<file path="src/rtl/lsu_pkg.sv">
// ============================================================================
// Module   : lsu_pkg
// Brief    : Shared types and constants for the load/store controller.
// Revision : 1.0 - initial release
// ============================================================================
`default_nettype none

package lsu_pkg;

   typedef enum logic [1:0] {
      IDLE = 2'd0,
      REQ  = 2'd1,
      WAIT = 2'd2,
      RESP = 2'd3
   } lsu_state_t;

   localparam logic [2:0] F3_B  = 3'd0;
   localparam logic [2:0] F3_H  = 3'd1;
   localparam logic [2:0] F3_W  = 3'd2;
   localparam logic [2:0] F3_BU = 3'd4;
   localparam logic [2:0] F3_HU = 3'd5;

   localparam logic [3:0] CAUSE_LMISALIGN = 4'd4;
   localparam logic [3:0] CAUSE_SMISALIGN = 4'd6;

   // Halfwords need an even address, words a 4-byte aligned one.
   function automatic logic is_misaligned(input logic [2:0] funct3, input logic [1:0] offset);
      logic mis;
      mis = 1'b0;
      case (funct3)
         F3_H, F3_HU: mis = offset[0];
         F3_W:        mis = (offset != 2'd0);
         default:     mis = 1'b0;
      endcase
      return mis;
   endfunction

endpackage

`default_nettype wire

</file>
<file path="src/rtl/lsu_store_align.sv">
// ============================================================================
// Module   : lsu_store_align
// Brief    : Combinational store byte-lane alignment of data and byte mask.
// Revision : 1.0 - initial release
// ============================================================================
`default_nettype none

module lsu_store_align
   import lsu_pkg::*;
(
   input  logic [2:0]  funct3,
   input  logic [1:0]  offset,
   input  logic [31:0] sdata,
   output logic [31:0] wdata,
   output logic [7:0]  wmask
);

   logic [3:0] w_mask4;

   always_comb begin
      w_mask4 = 4'h0;
      case (funct3)
         F3_B:    w_mask4 = 4'h1 << offset;
         F3_H:    w_mask4 = 4'h3 << offset;
         F3_W:    w_mask4 = 4'hF;
         default: w_mask4 = 4'h0;
      endcase
   end

   // Only four byte lanes exist; the upper mask nibble stays zero.
   assign wmask = {4'h0, w_mask4};
   assign wdata = sdata << {offset, 3'b000};

endmodule

`default_nettype wire

</file>
<file path="src/rtl/lsu_ctrl.sv">
// ============================================================================
// Module   : lsu_ctrl
// Brief    : Multicycle load/store controller in front of the MEM stage.
//            Optional misalignment trap: define LSU_MISALIGN_TRAP_EN.
// Revision : 1.0 - initial release
// ============================================================================
`default_nettype none

module lsu_ctrl
   import lsu_pkg::*;
#(
   parameter int unsigned MEM_LATENCY = 1
)
(
   input  logic        clk,
   input  logic        rst_n,
   input  logic        in_valid,
   output logic        in_ready,
   input  logic        in_is_load,
   input  logic        in_is_store,
   input  logic [2:0]  in_funct3,
   input  logic [31:0] in_base,
   input  logic [31:0] in_imm,
   input  logic [31:0] in_sdata,
   input  logic [4:0]  in_rd,
   output logic        mem_access,
   output logic        read,
   output logic        wen,
   output logic [2:0]  readop,
   output logic [7:0]  wmask,
   output logic [31:0] raddr,
   output logic [31:0] waddr,
   output logic [31:0] wdata,
   input  logic [31:0] rdata,
   output logic        out_valid,
   input  logic        out_ready,
   output logic [31:0] out_rdata,
   output logic [4:0]  out_rd,
   output logic        out_rf_wen,
   output logic        out_exc,
   output logic [3:0]  out_cause
);

   // Out-of-range latencies are clamped into the 1..15 counter range.
   localparam logic [3:0] c_lat = (MEM_LATENCY == 0)  ? 4'd1  :
                                  (MEM_LATENCY > 15)  ? 4'd15 : 4'(MEM_LATENCY);

   lsu_state_t  r_state;
   lsu_state_t  w_next;
   logic        r_is_load;
   logic        r_is_store;
   logic [3:0]  r_cnt;
   logic [31:0] r_addr;

   logic [31:0] w_addr;
   logic [31:0] w_wdata;
   logic [7:0]  w_wmask;
   logic        w_is_mem;
   logic        w_mis;

   assign w_addr   = in_base + in_imm;
   assign w_is_mem = in_is_load | in_is_store;

`ifdef LSU_MISALIGN_TRAP_EN
   assign w_mis = w_is_mem & is_misaligned(in_funct3, w_addr[1:0]);
`else
   assign w_mis = 1'b0;
`endif

   lsu_store_align u_align (
      .funct3 (in_funct3),
      .offset (w_addr[1:0]),
      .sdata  (in_sdata),
      .wdata  (w_wdata),
      .wmask  (w_wmask)
   );

   always_ff @(posedge clk or negedge rst_n) begin
      if (!rst_n) begin
         r_state <= IDLE;
      end else begin
         r_state <= w_next;
      end
   end

   always_comb begin
      w_next = r_state;
      case (r_state)
         IDLE: begin
            if (in_valid) begin
               w_next = (w_is_mem && !w_mis) ? REQ : RESP;
            end
         end
         REQ:  w_next = WAIT;
         WAIT: begin
            if (r_cnt <= 4'd1) begin
               w_next = RESP;
            end
         end
         RESP: begin
            if (out_ready) begin
               w_next = IDLE;
            end
         end
         default: w_next = IDLE;
      endcase
   end

   // Strobes decode straight from state so reset drops them without a clock.
   assign in_ready   = (r_state == IDLE);
   assign out_valid  = (r_state == RESP);
   assign mem_access = (r_state == REQ);
   assign read       = mem_access & r_is_load;
   assign wen        = mem_access & r_is_store;
   assign raddr      = r_addr;
   assign waddr      = r_addr;

   always_ff @(posedge clk or negedge rst_n) begin
      if (!rst_n) begin
         r_is_load  <= 1'b0;
         r_is_store <= 1'b0;
         r_cnt      <= 4'd0;
         r_addr     <= 32'd0;
         readop     <= 3'd0;
         wmask      <= 8'd0;
         wdata      <= 32'd0;
         out_rdata  <= 32'd0;
         out_rd     <= 5'd0;
         out_rf_wen <= 1'b0;
      end else begin
         case (r_state)
            IDLE: begin
               if (in_valid) begin
                  r_is_load  <= in_is_load & ~w_mis;
                  r_is_store <= in_is_store & ~w_mis;
                  r_addr     <= w_addr;
                  readop     <= in_funct3;
                  out_rd     <= in_rd;
                  out_rf_wen <= in_is_load & (in_rd != 5'd0) & ~w_mis;
                  out_rdata  <= w_mis ? w_addr : 32'd0;
                  if (in_is_store && !w_mis) begin
                     wmask <= w_wmask;
                     wdata <= w_wdata;
                  end else begin
                     wmask <= 8'd0;
                     wdata <= 32'd0;
                  end
               end
            end
            REQ: r_cnt <= c_lat;
            WAIT: begin
               r_cnt <= r_cnt - 4'd1;
               if (r_cnt <= 4'd1 && r_is_load) begin
                  out_rdata <= rdata;
               end
            end
            default: ;
         endcase
      end
   end

`ifdef LSU_MISALIGN_TRAP_EN
   logic       r_exc;
   logic [3:0] r_cause;

   always_ff @(posedge clk or negedge rst_n) begin
      if (!rst_n) begin
         r_exc   <= 1'b0;
         r_cause <= 4'd0;
      end else if (r_state == IDLE && in_valid) begin
         r_exc   <= w_mis;
         r_cause <= !w_mis ? 4'd0 : (in_is_store ? CAUSE_SMISALIGN : CAUSE_LMISALIGN);
      end
   end

   assign out_exc   = r_exc;
   assign out_cause = r_cause;
`else
   assign out_exc   = 1'b0;
   assign out_cause = 4'd0;
`endif

endmodule

`default_nettype wire

</file>
<file path="config.mk">
export PLATFORM = sky130hd
export DESIGN_NAME = lsu_ctrl
export DESIGN_NICKNAME = d
export VERILOG_FILES = /design/src/rtl/lsu_pkg.sv /design/src/rtl/lsu_store_align.sv /design/src/rtl/lsu_ctrl.sv
export SDC_FILE = /design/constraint.sdc
export NUM_CORES = 1
export LEC_CHECK = 0
export CAP_MARGIN = 20
export CORE_AREA = 2 2 180 94
export CTS_CLUSTER_SIZE = 40
export DETAILED_ROUTE_END_ITERATION = 6
export DIE_AREA = 0 0 182 96
export MAX_ROUTING_LAYER = met4
export PLACE_DENSITY = 0.95
export SYNTH_ARGS = -nofsm -noshare
export SYNTH_HDL_FRONTEND = slang
export SYNTH_HIERARCHICAL = 1
export SYNTH_SLANG_ARGS = --single-unit
</file>
<file path="constraint.sdc">
create_clock -name clk -period 4.55 [get_ports clk]
set_clock_uncertainty 0.2 [all_clocks]
set_input_delay 0.91 -clock clk [delete_from_list [all_inputs] [get_ports clk]]
set_output_delay 0.91 -clock clk [all_outputs]
set_load 0.02 [all_outputs]
</file>
# After elaboration in Yosys (flattened, before gate mapping)
# Cells that the tools add are included.
# Widths: inputs -> output; s select.
[word_totals] inputBits=142 ff_bits=121 word_cells=51 output_inout_bits=155
[classes] n_shift=3 reduce_logical=9 bitwise_logic=4 n_eq_ne=9 add_sub_neg=2 mux=12 order_cmp=1
[ops] cell="$mux 32" n=3
[ops] cell="$pmux 32 s2" n=1
[ops] cell="$add 32x32->32" n=1
[ops] cell="$shl 32x5->32" n=1
[ops] cell="$pmux 4 s3" n=1
[ops] cell="$mux 2" n=4
[ops] cell="$pmux 2 s4" n=1
[ops] cell="$pmux 4 s2" n=1
[ops] cell="$ne 2x2->1 const B" n=3
[ops] cell="$reduce_and 3->1" n=2
[ops] cell="$reduce_bool 5->1" n=1
[ops] cell="$eq 2x2->1 const B" n=2
[ops] cell="$le 4x1->1 const B" n=1
[ops] cell="$mux 4" n=1
[ops] cell="$reduce_bool 2->1" n=2
[ops] cell="$shl 1x2->4 const A" n=1
[ops] cell="$shl 2x2->4 const A" n=1
[ops] cell="$sub 4x1->4 const B" n=1
[ops] cell="$and 1x1->1" n=3
[ops] cell="$eq 3x1->1 const B" n=1
[ops] cell="$eq 3x2->1 const B" n=1
[ops] cell="$logic_not 3->1" n=1
[ops] cell="$eq 2x1->1 const B" n=1
[ops] cell="$logic_not 2->1" n=1
[ops] cell="4 further kinds" n=4

# Longest topological paths before layout
[logic_depth] depth_word=4 mapped_depth=9 mapped_depth_nobuf=9

# By module
# The synthesis kept the hierarchy.
[modules_own_cells] module="lsu_ctrl" area_per_inst_um2=6847.8 instances=1 cells_each=797
[modules_own_cells] module="lsu_store_align" area_per_inst_um2=635.6 instances=1 cells_each=82

# Worst setup path before layout
# OpenSTA, ideal clock, no wires.
[synth_timing] path_type="input to register" from="input port in_base[0]" to="register r_addr[28], in the netlist raddr[28]" setup_time_ps=104 path_buffers=0 setup_slack_ps=1283 cell_stages=9 arrival_ps=2963 required_ps=4246 path_cell_list="ha_1 > fa_1 > a21o_1 > a221oi_4 > o22ai_2 > or4_4 > a31oi_1 > nand4b_1 > o311ai_1"
[synth_between] elab_chain_len=1
[synth_rtl] element="start, declared" line="lsu_ctrl.sv:22" rtl="input logic [31:0] in_base,"
[synth_rtl] element="$add 32x32->32" line="lsu_ctrl.sv:61" rtl="assign w_addr = in_base + in_imm;"
[synth_rtl] element="end signal, assigned" line="lsu_ctrl.sv:136" rtl="r_addr <= w_addr;"
[synth_rtl] element="end, declared" line="lsu_ctrl.sv:53" rtl="logic [31:0] r_addr;"
# Every way passes these cells.
# A chain may end at the register's enable or synchronous reset.

# Worst setup path in the final report
# Same ends and word-level chain as after synthesis.

==> results.md <==
* Outcome: finished clean
* Worst Path Required at 4640 ps
* Num CTS Buffers at 17
* GP Congestion at slightly above 0.9
* Crit. End Element: flop
* Die height at approximately 96 um
* Placement Cell Area at ~10,000 sq um
* Share of layout cells above drive strength 1 at 5.482%
* Slew Viols, Final at 0
* Most Used Layer, Global Route: met2
* Routing usage on met2 at 43.19%
* Register area share after synthesis at roughly 40%
* Syn Std Cell Area at roughly 7500 sq um
* LEAKAGE at 5.067 nW
* CP delay by family, top: compound AO/OA/AOI/OAI gates
* Dominant cell type by area after synthesis: dfrtp_1
* Clock Tree Buf Depth at 2
* RSZ-0062 raised after global routing: no
* Io pins at just under 300
* Root Buffer: clkbuf_16
* Initial Utilization at 46.95%
* DIE WIDTH at between 150 and 200 um
* Synth top area share at 40.46%
* Grt total ovfl at 0
* Crit-path max cell delay at 480 ps
* Mux contribution to synthesized area at 4.698%
* CTS tree: yes
* Setup WS post-layout at 869.9 ps
* Gr usage total at ~28%
* Routed Antenna Nets at 0
* Port Buffer Count at 291
* Via count at approximately 7,300
* Design area at 10,890 sq um
* Final wirelength at 24,280 um
* Crit-path max FO at 4
* Initial DRC count at between 400 and 500
* Worst-Skew Late Latency at 400 ps
* MaxCap Viol Count at 0
* Power consumption at 6.494 mW
* Post-synthesis adder-cell area fraction at under 10%
* Cell count after synthesis at 879
* Full die area at 17,470 sq um
* WL/cell at 18.10 um
* Area grow syn2layout at 45.48%
* Synth async-reset ratio at 100.0%
* Hold_ws at ~270 ps
* Post-synthesis simple-gate area fraction at between 20% and 30%
* # setup viols final at 0
* Number of flops mapped to enable cells by yosys at 0
* XOR/XNOR Fraction of Synth Area at 2.809%
* Worst-path clk slew at 60 ps
* Synth top area cells: dfrtp_1, nand2_1, ha_1
* Final nets at 1,298
* DP HPWL at about 18,000 um
* Unique cell type count in the Yosys netlist at 65
* First-pass GRT wire length at 37,470 um
* Initial antenna violation count at 0
* Cells after DPL at between 1,000 and 1,500
* Main combinational cell family by area after synthesis: simple AND/OR/NAND/NOR gates
* Tmin final at 3680 ps
* Critical path arrival at 3770 ps
* Max VDD drop at 0.3159 mV
* Critical path startpoint category: input port
* Ant. Diodes at 0
* Largest net degree at the start of global routing at 72
* Worst path slowest cell: or4_4
* Rows at 33
* Non-filler cells, final at 1,341
* Synth top cells by count: nand2_1, dfrtp_1, nand3_1
* Most frequent cell after synthesis: nand2_1
* GR Util met1 at 39.27%
* Max_slew headroom at 27.90%
* WS Path Type: in2reg
* Crit-path cells: clkdlybuf4s50_1, ha_1, fa_1, a21o_1, a221oi_4, o22ai_2, or4_4, a31oi_1, nand4b_1, o311ai_1
* Final core occ at 68.31%
* Hold Crit Class: reg2reg
* Yosys synthesis warning count at 6
* Core footprint at 15,940 sq um
* Via density at 5.446
* H-tree depth at 4
* Compound-cell area share of the yosys netlist at roughly 14%
* TNS Setup at 0 ps
* Vias in the first global route at 7,007
* FF+latch count, synth at 121
* Post CTS Setup Buffer Count at 0
* Post-CTS Hold Buffers at 0
* Synth Area per Inst at 8.514 sq um
* DRC violations left at 0
* Worst-Margin Slew at 1081 ps
* CTS sink count at 121
* Final hold violations at 0
* Post-CTS sizing at 0
* Top_reg_cell synth: dfrtp_1
* Setup WS pre-CTS at a little over 500 ps
* Pwr dens at approximately 600 nW/um^2
* Met3 usage at 6.432%
* Fin crit share at 80.88%
* Worst Path Buf+Inv at 1
* Achievable frequency at 271.7 MHz
* Drt pass-1 iters at 5
[power by group]
part / internal, mW / leakage [nW] / switching [mW]
Clock: 0.833 / 0.297 / 0.577
Sequential: 1.47 / 1.58 / 0.287
Combinational: 1.43 / 3.19 / 1.89
[state kept, by name (all words and copies together), names as in the netlist]
register / count
out_rdata: 32
raddr: 32
wdata: 32
wmask: 8
out_rd: 5
r_cnt: 4
readop: 3
r_state: 2
out_rf_wen: 1
r_is_load: 1
r_is_store: 1
[worst paths after layout]
kind | end | cells past startpoint | slack [ps] | from
worst max-delay path | raddr[28] | 10 | 870 | in_base[0]
worst min-delay path | out_rdata[6] | 2 | 270 | out_rdata[6]
worst max register to register | out_rdata[11] | 6 | 1880 | r_state[0]
worst min register to register | out_rdata[6] | 2 | 270 | out_rdata[6]
max in group asynchronous | r_cnt[0] | 2 | 2980 | rst_n
min in group asynchronous | raddr[17] | 1 | 340 | rst_n
[tightest hold or removal path, cell delays in order (launching register included)]
cell	delay [ps]
dfrtp_1	340
nand2_1	50
nand2_1	50
[cell families (layout without fill, tap and decap cells)]
kind of cell               count (synthesis)  count (layout)
AOI/OAI and AO/OA                        161             161
xor gates and xnor gates                  24              24
adders and majority gates                 38              38
buffers and inverters                    102             347
DFF                                      121             121
muxes                                     35              35
other                                      2               9
and+or+nand+nor                          396             396
[routing by layer]
layer	vias up	part of all wire, %	routed length [um]
met5	-	0	0
met3	16	9.6	2342
met2	360	45	10820
li1	3452	-	-
met1	3475	45	10960
met4	0	0.65	158
[cells in the final DEF, fill, tap and decap left out, types with 3 or more instances in the layout]
cell type | synthesis | final
a211o_1 | 4 | 4
a21o_1 | 17 | 17
a21oi_1 | 38 | 38
a31oi_1 | 4 | 4
and2_1 | 12 | 11
and3_1 | 3 | 3
buf_4 | 44 | 9
clkbuf_16 | 0 | 17
clkdlybuf4s50_1 | 0 | 290
conb_1 | 2 | 9
dfrtp_1 | 121 | 121
ha_1 | 37 | 37
inv_1 | 13 | 13
inv_6 | 0 | 6
inv_8 | 0 | 4
mux2i_1 | 34 | 34
nand2_1 | 229 | 228
nand2b_1 | 3 | 3
nand3_1 | 81 | 81
nand3b_1 | 3 | 3
nand4_1 | 6 | 6
nor2_1 | 28 | 28
nor2b_1 | 5 | 5
nor3_1 | 12 | 12
o211ai_1 | 3 | 3
o21a_1 | 7 | 7
o21ai_0 | 43 | 43
o21bai_1 | 6 | 6
o22ai_1 | 4 | 4
o2bb2ai_1 | 8 | 8
o31ai_1 | 3 | 3
xnor2_1 | 15 | 15
xor2_1 | 9 | 9
[layout make-up]
| class | instances | area (sq um) |
|---|---|---|
| Inverter | 13 | 48.80 |
| Clock buffer | 17 | 425.4 |
| Tap cell | 210 | 262.8 |
| Multi-Input combinational cell | 663 | 3905 |
| Clock inverter | 15 | 178.9 |
| Sequential cell | 121 | 3028 |
| Timing Repair Buffer | 302 | 3038 |
| Fill cell | 1237 | 5051 |
No activity file was read; power rests on OpenSTA's default activity.
